==> src/rtl/saturn_debug_pkg.sv <==
// Shared FSM encoding, ASCII constants and hex rendering for the debug word transmitter.
// SATURN_DEBUG_TX_CRLF_EN selects a CR/LF terminator instead of a single space.
package saturn_debug_pkg;

  typedef enum logic [2:0] {
    ST_IDLE,
    ST_LOAD,
    ST_SEND,
    ST_WAIT_BUSY,
    ST_WAIT_DONE
  } state_t;

  localparam logic [7:0] CHR_CR        = 8'h0D;
  localparam logic [7:0] CHR_LF        = 8'h0A;
  localparam logic [7:0] CHR_SP        = 8'h20;
  localparam logic [7:0] CHR_0         = 8'h30;
  localparam logic [7:0] HEX_ALPHA_OFS = 8'h37;

`ifdef SATURN_DEBUG_TX_CRLF_EN
  localparam int TERM_CHARS = 2;
`else
  localparam int TERM_CHARS = 1;
`endif

  function automatic logic [7:0] hex_char(input logic [3:0] n);
    return (n < 4'd10) ? (CHR_0 + {4'h0, n}) : (HEX_ALPHA_OFS + {4'h0, n});
  endfunction

endpackage

==> src/rtl/saturn_debug_tx_if.sv <==
// Trace-side word push and serial-TX character handshake of saturn_debug_tx.
interface saturn_debug_tx_if #(
  parameter int WORD_NIBBLES = 5
);

  logic [4*WORD_NIBBLES-1:0] i_word;
  logic                      i_word_valid;
  logic                      o_word_ready;
  logic [7:0]                o_char_to_send;
  logic                      o_char_valid;
  logic                      i_serial_busy;
  logic [7:0]                o_drop_count;
  logic                      o_idle;

  modport slave (
    input  i_word, i_word_valid, i_serial_busy,
    output o_word_ready, o_char_to_send, o_char_valid, o_drop_count, o_idle
  );

  modport master (
    output i_word, i_word_valid, i_serial_busy,
    input  o_word_ready, o_char_to_send, o_char_valid, o_drop_count, o_idle
  );

endinterface

==> src/rtl/saturn_debug_fifo.sv <==
// Word FIFO, depth 2^AW; pushes while full and pops while empty are ignored.
module saturn_debug_fifo #(
  parameter int WIDTH = 20,
  parameter int AW    = 3
) (
  input  logic             clk,
  input  logic             rst_n,
  input  logic             push,
  input  logic             pop,
  input  logic [WIDTH-1:0] din,
  output logic             full,
  output logic             empty,
  output logic [WIDTH-1:0] head
);

  localparam logic [AW:0] DEPTH = {1'b1, {AW{1'b0}}};

  logic [WIDTH-1:0] mem [2**AW];
  logic [AW-1:0]    wr_ptr;
  logic [AW-1:0]    rd_ptr;
  logic [AW:0]      count;
  logic             do_push;
  logic             do_pop;

  // Full is taken from the registered count, so a same-cycle pop never makes room.
  assign full    = (count == DEPTH);
  assign empty   = (count == '0);
  assign do_push = push && !full;
  assign do_pop  = pop && !empty;
  assign head    = mem[rd_ptr];

  always_ff @(posedge clk or negedge rst_n) begin
    if (!rst_n) begin
      wr_ptr <= '0;
      rd_ptr <= '0;
      count  <= '0;
    end else begin
      if (do_push) wr_ptr <= wr_ptr + 1'b1;
      if (do_pop)  rd_ptr <= rd_ptr + 1'b1;
      if (do_push && !do_pop)      count <= count + 1'b1;
      else if (!do_push && do_pop) count <= count - 1'b1;
    end
  end

  always_ff @(posedge clk) begin
    if (do_push) mem[wr_ptr] <= din;
  end

endmodule

==> src/rtl/saturn_debug_tx.sv <==
// Buffers trace words and streams each as uppercase hex digits plus terminator to the serial TX.
// SATURN_DEBUG_TX_CRLF_EN: terminate each word with CR LF instead of a space.
module saturn_debug_tx
  import saturn_debug_pkg::*;
#(
  parameter int FIFO_AW      = 3,
  parameter int WORD_NIBBLES = 5
) (
  input  logic              i_clk,
  input  logic              i_reset_n,
  saturn_debug_tx_if.slave  bus
);

  localparam int WORD_W = 4 * WORD_NIBBLES;
  localparam int CHARS  = WORD_NIBBLES + TERM_CHARS;
  localparam int IDX_W  = $clog2(CHARS + 1);

  localparam logic [IDX_W-1:0] NIB_CNT  = IDX_W'(WORD_NIBBLES);
  localparam logic [IDX_W-1:0] NIB_LAST = IDX_W'(WORD_NIBBLES - 1);
  localparam logic [IDX_W-1:0] LAST_IDX = IDX_W'(CHARS - 1);

  state_t              state, state_nxt;
  logic [WORD_W-1:0]   sh, sh_nxt;
  logic [IDX_W-1:0]    idx, idx_nxt;
  logic [7:0]          chr, chr_nxt;
  logic [7:0]          drop_cnt;
  logic                char_valid;
  logic                pop;
  logic                full;
  logic                empty;
  logic [WORD_W-1:0]   head;

  function automatic logic [7:0] char_at(input logic [IDX_W-1:0] i,
                                         input logic [WORD_W-1:0] s);
    if (i < NIB_CNT) return hex_char(s[WORD_W-1 -: 4]);
`ifdef SATURN_DEBUG_TX_CRLF_EN
    if (i == NIB_CNT) return CHR_CR;
    return CHR_LF;
`else
    return CHR_SP;
`endif
  endfunction

  saturn_debug_fifo #(
    .WIDTH (WORD_W),
    .AW    (FIFO_AW)
  ) u_fifo (
    .clk   (i_clk),
    .rst_n (i_reset_n),
    .push  (bus.i_word_valid),
    .pop   (pop),
    .din   (bus.i_word),
    .full  (full),
    .empty (empty),
    .head  (head)
  );

  // The next character is latched on entry to SEND so it is steady through WAIT_DONE.
  always_comb begin
    state_nxt  = state;
    sh_nxt     = sh;
    idx_nxt    = idx;
    chr_nxt    = chr;
    pop        = 1'b0;
    char_valid = 1'b0;
    case (state)
      ST_IDLE: begin
        if (!empty) state_nxt = ST_LOAD;
      end
      ST_LOAD: begin
        pop       = 1'b1;
        sh_nxt    = head;
        idx_nxt   = '0;
        chr_nxt   = char_at('0, head);
        state_nxt = ST_SEND;
      end
      ST_SEND: begin
        if (!bus.i_serial_busy) begin
          char_valid = 1'b1;
          state_nxt  = ST_WAIT_BUSY;
        end
      end
      ST_WAIT_BUSY: begin
        if (bus.i_serial_busy) state_nxt = ST_WAIT_DONE;
      end
      ST_WAIT_DONE: begin
        if (!bus.i_serial_busy) begin
          if (idx < LAST_IDX) begin
            idx_nxt = idx + 1'b1;
            if (idx < NIB_LAST) sh_nxt = sh << 4;
            chr_nxt   = char_at(idx_nxt, sh_nxt);
            state_nxt = ST_SEND;
          end else if (!empty) begin
            state_nxt = ST_LOAD;
          end else begin
            state_nxt = ST_IDLE;
          end
        end
      end
      default: state_nxt = ST_IDLE;
    endcase
  end

  always_ff @(posedge i_clk or negedge i_reset_n) begin
    if (!i_reset_n) begin
      state    <= ST_IDLE;
      idx      <= '0;
      chr      <= CHR_SP;
      drop_cnt <= '0;
    end else begin
      state <= state_nxt;
      idx   <= idx_nxt;
      chr   <= chr_nxt;
      if (bus.i_word_valid && full && (drop_cnt != 8'hFF)) drop_cnt <= drop_cnt + 8'd1;
    end
  end

  always_ff @(posedge i_clk) begin
    sh <= sh_nxt;
  end

  assign bus.o_word_ready   = !full;
  assign bus.o_char_valid   = char_valid;
  assign bus.o_char_to_send = chr;
  assign bus.o_drop_count   = drop_cnt;
  assign bus.o_idle         = (state == ST_IDLE) && empty;

endmodule

==> src/flat_wrapper.sv <==
// flat-port wrapper written by rule: the top's interface ports become plain ports
module saturn_debug_tx_flat import saturn_debug_pkg::*;
#(
  parameter int FIFO_AW      = 3,
  parameter int WORD_NIBBLES = 5
)
  (i_clk, i_reset_n, bus_i_word, bus_i_word_valid, bus_i_serial_busy, bus_o_word_ready, bus_o_char_to_send, bus_o_char_valid, bus_o_drop_count, bus_o_idle);
  saturn_debug_tx_if #(.WORD_NIBBLES(WORD_NIBBLES)) bus_i ();
  input  logic i_clk;
  input  logic i_reset_n;
  input wire logic [$bits(bus_i.i_word)-1:0] bus_i_word;
  input wire logic [$bits(bus_i.i_word_valid)-1:0] bus_i_word_valid;
  input wire logic [$bits(bus_i.i_serial_busy)-1:0] bus_i_serial_busy;
  output wire logic [$bits(bus_i.o_word_ready)-1:0] bus_o_word_ready;
  output wire logic [$bits(bus_i.o_char_to_send)-1:0] bus_o_char_to_send;
  output wire logic [$bits(bus_i.o_char_valid)-1:0] bus_o_char_valid;
  output wire logic [$bits(bus_i.o_drop_count)-1:0] bus_o_drop_count;
  output wire logic [$bits(bus_i.o_idle)-1:0] bus_o_idle;
  assign bus_i.i_word = bus_i_word;
  assign bus_i.i_word_valid = bus_i_word_valid;
  assign bus_i.i_serial_busy = bus_i_serial_busy;
  assign bus_o_word_ready = bus_i.o_word_ready;
  assign bus_o_char_to_send = bus_i.o_char_to_send;
  assign bus_o_char_valid = bus_i.o_char_valid;
  assign bus_o_drop_count = bus_i.o_drop_count;
  assign bus_o_idle = bus_i.o_idle;
  saturn_debug_tx #(.FIFO_AW(FIFO_AW), .WORD_NIBBLES(WORD_NIBBLES)) u_core (.i_clk(i_clk), .i_reset_n(i_reset_n), .bus(bus_i));
endmodule
==> config.mk <==
export PLATFORM = sky130hd
export DESIGN_NAME = saturn_debug_tx_flat
export DESIGN_NICKNAME = d
export VERILOG_FILES = /design/src/rtl/saturn_debug_pkg.sv /design/src/rtl/saturn_debug_tx_if.sv /design/src/rtl/saturn_debug_fifo.sv /design/src/rtl/saturn_debug_tx.sv /design/src/flat_wrapper.sv
export SDC_FILE = /design/constraint.sdc
export NUM_CORES = 1
export LEC_CHECK = 0
export BUFFER_PORTS_ARGS = -buffer_cell sky130_fd_sc_hd__buf_2
export CAP_MARGIN = 30
export CORE_MARGIN = 8
export CORE_UTILIZATION = 50
export CTS_CLUSTER_DIAMETER = 150
export DETAILED_ROUTE_END_ITERATION = 8
export PLACE_DENSITY = 0.79
export SLEW_MARGIN = 20
export SYNTH_ARGS = -nofsm -noshare
export SYNTH_HDL_FRONTEND = slang
export SYNTH_SLANG_ARGS = --single-unit
==> constraint.sdc <==
create_clock -name i_clk -period 3.3 [get_ports i_clk]
set_clock_uncertainty 0.05 [all_clocks]
set_input_delay 0.495 -clock i_clk [delete_from_list [all_inputs] [get_ports i_clk]]
set_output_delay 0.495 -clock i_clk [all_outputs]
set_load 0.005 [all_outputs]
==> results of run 1 <==
## through the flow
| step | total power, mW | cell area, µm² | util |
|---|---|---|---|
| floorplan | 5.77 | 8700 | - |
| global placement | 6.36 | 9220 | 0.536 |
| detailed placement | 6.51 | 9220 | 0.536 |
| CTS | 8.98 | 9930 | 0.578 |
| global route | 9.31 | 9930 | 0.578 |
| finish | 8.90 | 9930 | 0.578 |
## cells in the mapped netlist, types with 9 or more instances
master	n	area, µm²
sky130_fd_sc_hd__clkbuf_1	10	37.5
sky130_fd_sc_hd__dfrtp_1	30	751
sky130_fd_sc_hd__edfxtp_1	180	5410
sky130_fd_sc_hd__ha_1	9	113
sky130_fd_sc_hd__mux2i_1	24	240
sky130_fd_sc_hd__mux4_2	35	788
sky130_fd_sc_hd__nand2_1	26	97.6
sky130_fd_sc_hd__nand3b_1	13	97.6
sky130_fd_sc_hd__nor2_1	20	75.1
sky130_fd_sc_hd__o21ai_0	25	125
sky130_fd_sc_hd__xnor2_1	10	87.6
## layout make-up
| type | instances | area (µm²) |
|---|---|---|
| fill | 1306 | 7250 |
| sequential | 211 | 6180 |
| multi-input combinational | 244 | 2400 |
| clock buffer | 26 | 587 |
| timing repair buffer | 57 | 325 |
| tap | 225 | 282 |
| clock inverter | 10 | 124 |
| inverter | 7 | 26.3 |
## layer usage
metal  global-route usage  part of all wire  vias up
met5                    0                 0        -
met4               0.0500             0.021        0
met3               0.0281             0.048       29
met2                0.285              0.54      118
met1                0.181              0.40     2285
li1                     -                 -     2026
## final timing paths
check / from / to / slack, ns
setup / recovery: u_core.u_fifo.count[0] / u_core.u_fifo.count[3] / 0.47
hold / removal: i_reset_n / u_core.u_fifo.wr_ptr[2] / -0.01
setup reg to reg: u_core.u_fifo.count[0] / u_core.u_fifo.count[3] / 0.47
hold reg to reg: u_core.u_fifo.count[3] / u_core.u_fifo.count[3] / 0.44
max in group asynchronous: i_reset_n / u_core.u_fifo.rd_ptr[0] / 2.73
min in group i_clk: bus_i_word[19] / u_core.u_fifo.mem[6][19] / 0.21
## cells by family (layout without fill, tap and decap cells)
kind of cell,after synthesis,in the layout,synth area share
buf+inv,30,100,0.0178
fa+ha+maj,10,10,0.0152
compound gates,53,53,0.0391
simple gates,91,91,0.0528
mux,71,71,0.146
other cells,1,1,0.000431
xor+xnor,18,18,0.0181
flops,211,211,0.710
## state kept, by name, summed over array words and instances (netlist names)
register	cells
u_core.u_fifo.mem	160
u_core.sh	20
u_core.bus.o_drop_count	8
u_core.bus.o_char_to_send	7
u_core.u_fifo.count	4
u_core.idx	3
u_core.state	3
u_core.u_fifo.rd_ptr	3
u_core.u_fifo.wr_ptr	3
## critical path: stages, from the launching register on
cell and delay [ns]:
sky130_fd_sc_hd__dfrtp_1 0.45, sky130_fd_sc_hd__nor4b_1 0.38, sky130_fd_sc_hd__inv_1 0.10, sky130_fd_sc_hd__nand2_1 0.24, sky130_fd_sc_hd__inv_1 0.16, sky130_fd_sc_hd__ha_1 0.25, sky130_fd_sc_hd__inv_1 0.12, sky130_fd_sc_hd__ha_1 0.24
sky130_fd_sc_hd__a21o_1 0.16, sky130_fd_sc_hd__a21oi_1 0.17, sky130_fd_sc_hd__xnor2_1 0.16, sky130_fd_sc_hd__nor2_1 0.09, sky130_fd_sc_hd__xor2_1 0.14
## cells in the final DEF (no fill, tap or decap), types with 2 or more instances in the layout
master / instances
sky130_fd_sc_hd__a21o_1: 4
sky130_fd_sc_hd__a21oi_1: 8
sky130_fd_sc_hd__nand3_1: 5
sky130_fd_sc_hd__nand2b_1: 5
sky130_fd_sc_hd__mux4_1: 4
sky130_fd_sc_hd__buf_4: 16
sky130_fd_sc_hd__clkinv_1: 3
sky130_fd_sc_hd__clkinv_2: 2
sky130_fd_sc_hd__nand3b_1: 13
sky130_fd_sc_hd__o31ai_1: 2
sky130_fd_sc_hd__and3_1: 3
sky130_fd_sc_hd__nand2_1: 26
sky130_fd_sc_hd__xnor2_1: 10
sky130_fd_sc_hd__nor4b_1: 2
sky130_fd_sc_hd__and2_1: 4
sky130_fd_sc_hd__inv_1: 7
sky130_fd_sc_hd__o22a_1: 2
sky130_fd_sc_hd__clkbuf_1: 3
sky130_fd_sc_hd__mux2_2: 4
sky130_fd_sc_hd__xor2_1: 8
sky130_fd_sc_hd__nor3_1: 4
sky130_fd_sc_hd__edfxtp_1: 180
sky130_fd_sc_hd__bufinv_16: 3
sky130_fd_sc_hd__nor3_2: 4
sky130_fd_sc_hd__nor2_2: 3
sky130_fd_sc_hd__mux4_2: 35
sky130_fd_sc_hd__o21a_1: 2
sky130_fd_sc_hd__buf_2: 41
sky130_fd_sc_hd__dfrtp_1: 29
sky130_fd_sc_hd__clkbuf_16: 23
sky130_fd_sc_hd__o21ai_0: 25
sky130_fd_sc_hd__nor2_1: 17
sky130_fd_sc_hd__ha_1: 9
sky130_fd_sc_hd__mux2i_4: 3
sky130_fd_sc_hd__mux2i_1: 24
## power breakdown
part           switching [mW]  internal [mW]  total [mW]
Sequential              0.388           3.53        3.92
Combinational            1.35           1.20        2.55
Clock                   0.933           1.49        2.42
==> impl.org, run 1 <==
** Clock tree
- CTS saw 211 sinks.
- Gates resized during post-CTS repair numbered 0.
- Clock transition at the registers of the reported paths :: 0.06 ns
- In this run the number of H-tree levels came out at 1.
- Post-CTS Hold Fix Bufs :: 0
- TritonCTS built the clock tree.
- The tree is rooted in a sky130_fd_sc_hd__clkbuf_16.
- In this run, CTS created clock tree buffers numbering 22.
- For the worst-skew pair, the clock arrives at the later sink with an insertion delay of 0.50 ns.
- Post-CTS repair timing setup buffer count :: 0
- In this run the deepest clock path goes through 3 buffers.

** Finish
- Final std cells w/o fill :: 780
- The repair_antennas step left the layout with diodes totalling 0.
- Synthesis-to-layout area growth :: 14.1%
- Of the cells placed in the final design, the portion with a size suffix greater than 1 is 0.254.
- Total Nets Final :: 577

** Logic synthesis
- Synthesized instance count :: 485
- Averaged over all synthesized cells, the footprint is roughly 18 µm².
- The most used flip-flop cell after synthesis is sky130_fd_sc_hd__edfxtp_1.
- Counting every net in the synthesized netlist gives 519.
- Yosys mapped a number of flops with a built-in enable equal to 180.
- Yosys printed 0 warnings.
- Area of the mapped netlist :: 8700 µm²
- In the synthesized netlist the async set-or-reset flop fraction comes to 0.147.
- Netlist cell types :: 50
- Flops & latches, synth :: 211
- Sequential cell area fraction in the yosys report :: 0.710

** Route
- Vias :: ~4,500
- Initial DRT Pass Iterations :: 4
- After the first detailed-routing iteration, the DRC count stood at 279.
- After detailed routing, the average wire length per cell comes to 21.7 µm.
- Post-Route WL :: 16.9 mm
- Drt via density :: 5.72
- Antenna Violating Nets Remaining :: 0
- Total DRC errors in the routed layout :: 0

** Placed design
- Detailed placement finished with a half-perimeter wire length of approximately 10 mm.
- Including well taps, the total number of placed cells is 744.
- Worst-case setup slack after placement :: 0.478 ns
- Routability-driven placement finished with a final weighted congestion of 0.812.
- In this run the tool buffered the top-level ports with 41 buffer cells.

** STA
- Count of final hold-check violations :: 27
- Transition time at the pin with the least slew margin :: approximately 0.85 ns
- Final Hold Slack :: -0.0122 ns
- For this run, the top clock speed supported by timing is 353 MHz.
- Max-slew violation count :: 0
- Final period util :: 0.858
- Unrepaired setup endpoints after global routing :: false
- Count of final setup violators :: 0
- For the final routed database, the setup TNS stands at 0 ns.
- Once routing completed, OpenROAD measured the worst setup slack at 0.467 ns.
- Final worst path period need :: 2.83 ns
- Headroom to the max-slew limit :: 0.436

** Worst setup path
- The critical path in this run is classified as reg2reg.
- Measured in cells, the most critical reg-to-reg path has a length of 12.
- Of all nets on the critical path, the largest fanout is 6.
- Kind of capture point of the worst setup path :: register
- STA classifies the critical path startpoint as a register.
- Critical path required time :: 3.63 ns
- Data arrival time of the critical path :: 3.16 ns

** Status
- The run finished, with violations left.
- Violations in the final reports :: negative hold slack

** Floorplanning
- Chip width :: around 150 µm
- Placeable Area :: 17,200 µm²
- In this run the core area contains 48 standard-cell rows.
- The die is between 100 and 150 µm tall.
- Number of primary I/O pins :: 43
- For this configuration, the core starts out at a cell density of 0.507.
- The floorplan step defined a die boundary enclosing 21,900 µm².

** Global route
- Pin count of the biggest net entering global routing :: 32
- Overflow left after global routing :: 0
- Global-route wire length before repair :: 26.3 mm
- The number of global-route vias before repair came to around 4,800.
- For this run, the total global-route usage over all layers was measured as 0.155.
- Initial antenna violation count :: 0

** Pwr
- Leakage Power :: roughly 3.5 nW
- Power density relative to cell area :: 896 nW/µm²
- Max rail drop VDD :: 0.000553 V

** Job
- The tool flagged a number of max-cap violations equal to 0.

** Min path
- Hold Path Class :: in2async
No activity file was read; power rests on OpenSTA's default activity.
==> inputs of run 2 (changes only) <==
REMOVE_ABC_BUFFERS = 1   (was unset)
==> run 2 against run 1 <==
Effect of this change:
- the run still ends with negative hold slack left
- fmax shrank 2.4%
- critical path depth is the same
- count of clock-buffer cells in the layout grew 1
- via count grew 2.4%
- setup slack lost 0.070 ns
- combinational power shrank 2%
- sequential power is essentially flat
- flip-flop and latch count is the same
- sequential share of layout area shrank 0.094 points
- register-to-register slack lost 0.07 ns
- first-iteration DRC count grew 35%
- critical path type unchanged
- largest power group unchanged
==> impl.org, run 2 (same netlist as run 1, synthesis figures left out) <==
** STA
- Setup violations remaining at the end of the flow were counted as 0.
- Headroom to the max-slew limit :: 0.524
- Final period util :: 0.880
- Unrepaired setup endpoints after global routing :: false
- Hold timing on the final database bottoms out at a slack of -0.0140 ns.
- Static timing analysis puts the maximum clock frequency at 345 MHz.
- Adding up every negative setup slack in the final design gives 0 ns.
- The final max-slew violation count was 0.
- The final number of hold-violating endpoints is 30.
- The worst path needs 2.90 ns of the cycle, external delays included.
- At the pin with the least slew margin, the transition time is 0.713 ns.

** Worst setup path
- STA classifies the critical path startpoint as a register.
- STA classifies the critical path endpoint as a register.
- The largest single stage delay on the critical path is 0.46 ns.
- Counting both buffers and inverters, the worst setup path holds a total of 3.
- The number of cells on the worst reg-to-reg path is 12.
- Among cell families on the critical path, the largest total delay comes from simple AND/OR/NAND/NOR gates.
- Worst R2R End :: u_core.u_fifo.count[3]
- In this run the register-to-register setup slack is between 0.3 and 0.4 ns.
- Data arrival time of the critical path :: 3.26 ns
- The worst register-to-register path begins at u_core.u_fifo.count[0].
- By instance count, the cell type seen most on the critical path is sky130_fd_sc_hd__inv_1.
- Maximum fanout along the worst path :: 6
- In this run the number of cells on the critical path is 12.
- The worst setup path is of the reg2reg kind.
- Walking the worst path, the cells encountered are nor4b_1 -> inv_1 -> nand2_1 -> inv_1 -> ha_1 -> inv_1 -> ha_1 -> a21o_1 -> a21oi_1 -> xnor2_1 -> nor2_1 -> xor2_1.
- For the worst setup path, the data required time is 3.66 ns.
- Highest-delay cell along the critical path :: sky130_fd_sc_hd__nor4b_1

** Clock tree
- Clock network latency to the later pin of the worst-skew pair :: 0.50 ns
- The longest clock path from root to sink contains 3 buffers.
- H-Tree Level Count :: 1
- Clock tree synthesis selected as its root buffer the cell sky130_fd_sc_hd__clkbuf_16.
- In this run, post-CTS hold repair placed 0 buffers.
- Post-cts resize count :: 0
- Clock sinks :: 211
- Clock transition at the registers of the reported paths :: approximately 0.060 ns
- TritonCTS buffer count :: 22
- Clock tree from TritonCTS :: done
- Post-CTS timing repair inserted 0 buffers for setup.

** Min path
- The worst hold path belongs to the class in2async.

** Finish
- Most common cell after layout, fill and taps aside :: sky130_fd_sc_hd__edfxtp_1
- Total Nets Final :: 577
- Counting flops per register, the top entry is u_core.u_fifo.mem.
- In the final layout, the share of cells above drive strength 1 is 0.253.
- Synthesis-to-layout area growth :: 14.2%
- The count of cells in the finished layout, fillers not included, comes to just under 800.
- Highest-count cells in the layout ignoring fill and taps :: sky130_fd_sc_hd__edfxtp_1, sky130_fd_sc_hd__buf_2, sky130_fd_sc_hd__mux4_2
- The register with the most flip-flops in the layout has 160 of them.
- Antenna cells :: 0

** Status
- Violations in the final reports :: negative hold slack
- Run status :: finished with violations

** Pwr
- Power density relative to cell area :: 896 nW/µm²
- Leakage Power :: 3.49 nW
- Max rail drop VDD :: 0.000577 V
- Total Power :: 8.90 mW

** Route
- Total DRC errors in the routed layout :: 0
- Post-Route WL :: 16.8 mm
- The routed layout has 4,563 vias.
- Routed length per instance :: 21.5 µm
- Using the TritonRoute via totals, the vias-per-cell ratio works out to 5.83.
- In this run, the number of DRC markers left after iteration 0 of detailed routing was 377.
- In this run the remaining antenna-violating nets after routing total 0.
- Initial DRT Pass Iterations :: 4

** Job
- Across the run, the number of max-cap violations was 0.

** Floorplanning
- The initial utilization of the core area, before any placement, comes to 0.507.
- Number of primary I/O pins :: 43
- Floorplan die height :: 148 µm
- After floorplanning, the core was sized to cover 17,200 µm².
- Cell row count :: 48
- The die covers 21,900 µm².
- The die is 148 µm wide.

** Placed design
- Cell Count Post-Placement :: around 740
- Input/output buffers :: 41
- HPWL Detailed :: roughly 10 mm
- The congestion estimate from routability-driven global placement came to 0.832.

** Global route
- The first global-routing pass estimated 26.5 mm of wire.
- Initial antenna violation count :: 1
- The number of global-route vias before repair came to 4,827.
- Entering global routing, the biggest net connects 32 pins.
- Overflow left after global routing :: 0
- Overall global routing resource usage :: 0.155
run 2: cell count changes in the layout (fill, tap and decap cells not counted), sizes merged:
cell / change
inv: +1
clkinvlp: -1
clkinv: +2
clkbuf: +1
run 2: through the flow:
stage	hold slack [ns]	util	instance area, µm²	setup slack, ns
after global routing	0.0425	0.579	9940	0.137
after CTS	0.0000356	0.579	9940	0.404
after floorplan	0.149	-	8570	-0.185
after global placement	0.409	0.536	9220	0.578
after detailed placement	0.415	0.536	9220	0.418
final	-0.0140	0.579	9940	0.397
run 2: power by group:
group | internal [mW] | switching [mW] | leakage (nW)
logic | 1.20 | 1.32 | 1.12
clock network | 1.50 | 0.974 | 0.351
registers | 3.53 | 0.377 | 2.02
run 2: metal layers:
metal / vias to the layer above / global-route usage / share of wire / wire [µm]
met5: - / 0 / 0.00048 / 8
met4: 2 / 0.0413 / 0.020 / 337
met3: 32 / 0.0327 / 0.051 / 856
met2: 129 / 0.269 / 0.51 / 8590
met1: 2368 / 0.192 / 0.42 / 7020
li1: 2032 / - / - / -
run 2: area by class of cell:
type	count	area (µm²)
repair buffers	57	325
fillers	1265	7240
clock buffers	27	591
clock inverters	12	135
multi-input cells	244	2400
well taps	225	282
flip-flops and latches	211	6180
inverters	7	26.3
run 2: how the worst max path moves through the flow:
stage	start	endpoint	slack (ns)
floorplan	u_core.u_fifo.rd_ptr[0]	u_core.bus.o_char_to_send[2]	-0.18
global placement	u_core.u_fifo.count[0]	u_core.u_fifo.count[3]	0.58
detailed placement	u_core.u_fifo.count[0]	u_core.u_fifo.count[3]	0.42
CTS	u_core.u_fifo.count[0]	u_core.u_fifo.count[3]	0.40
global route	u_core.u_fifo.count[0]	u_core.u_fifo.count[3]	0.14
finish	u_core.u_fifo.count[0]	u_core.u_fifo.count[3]	0.40
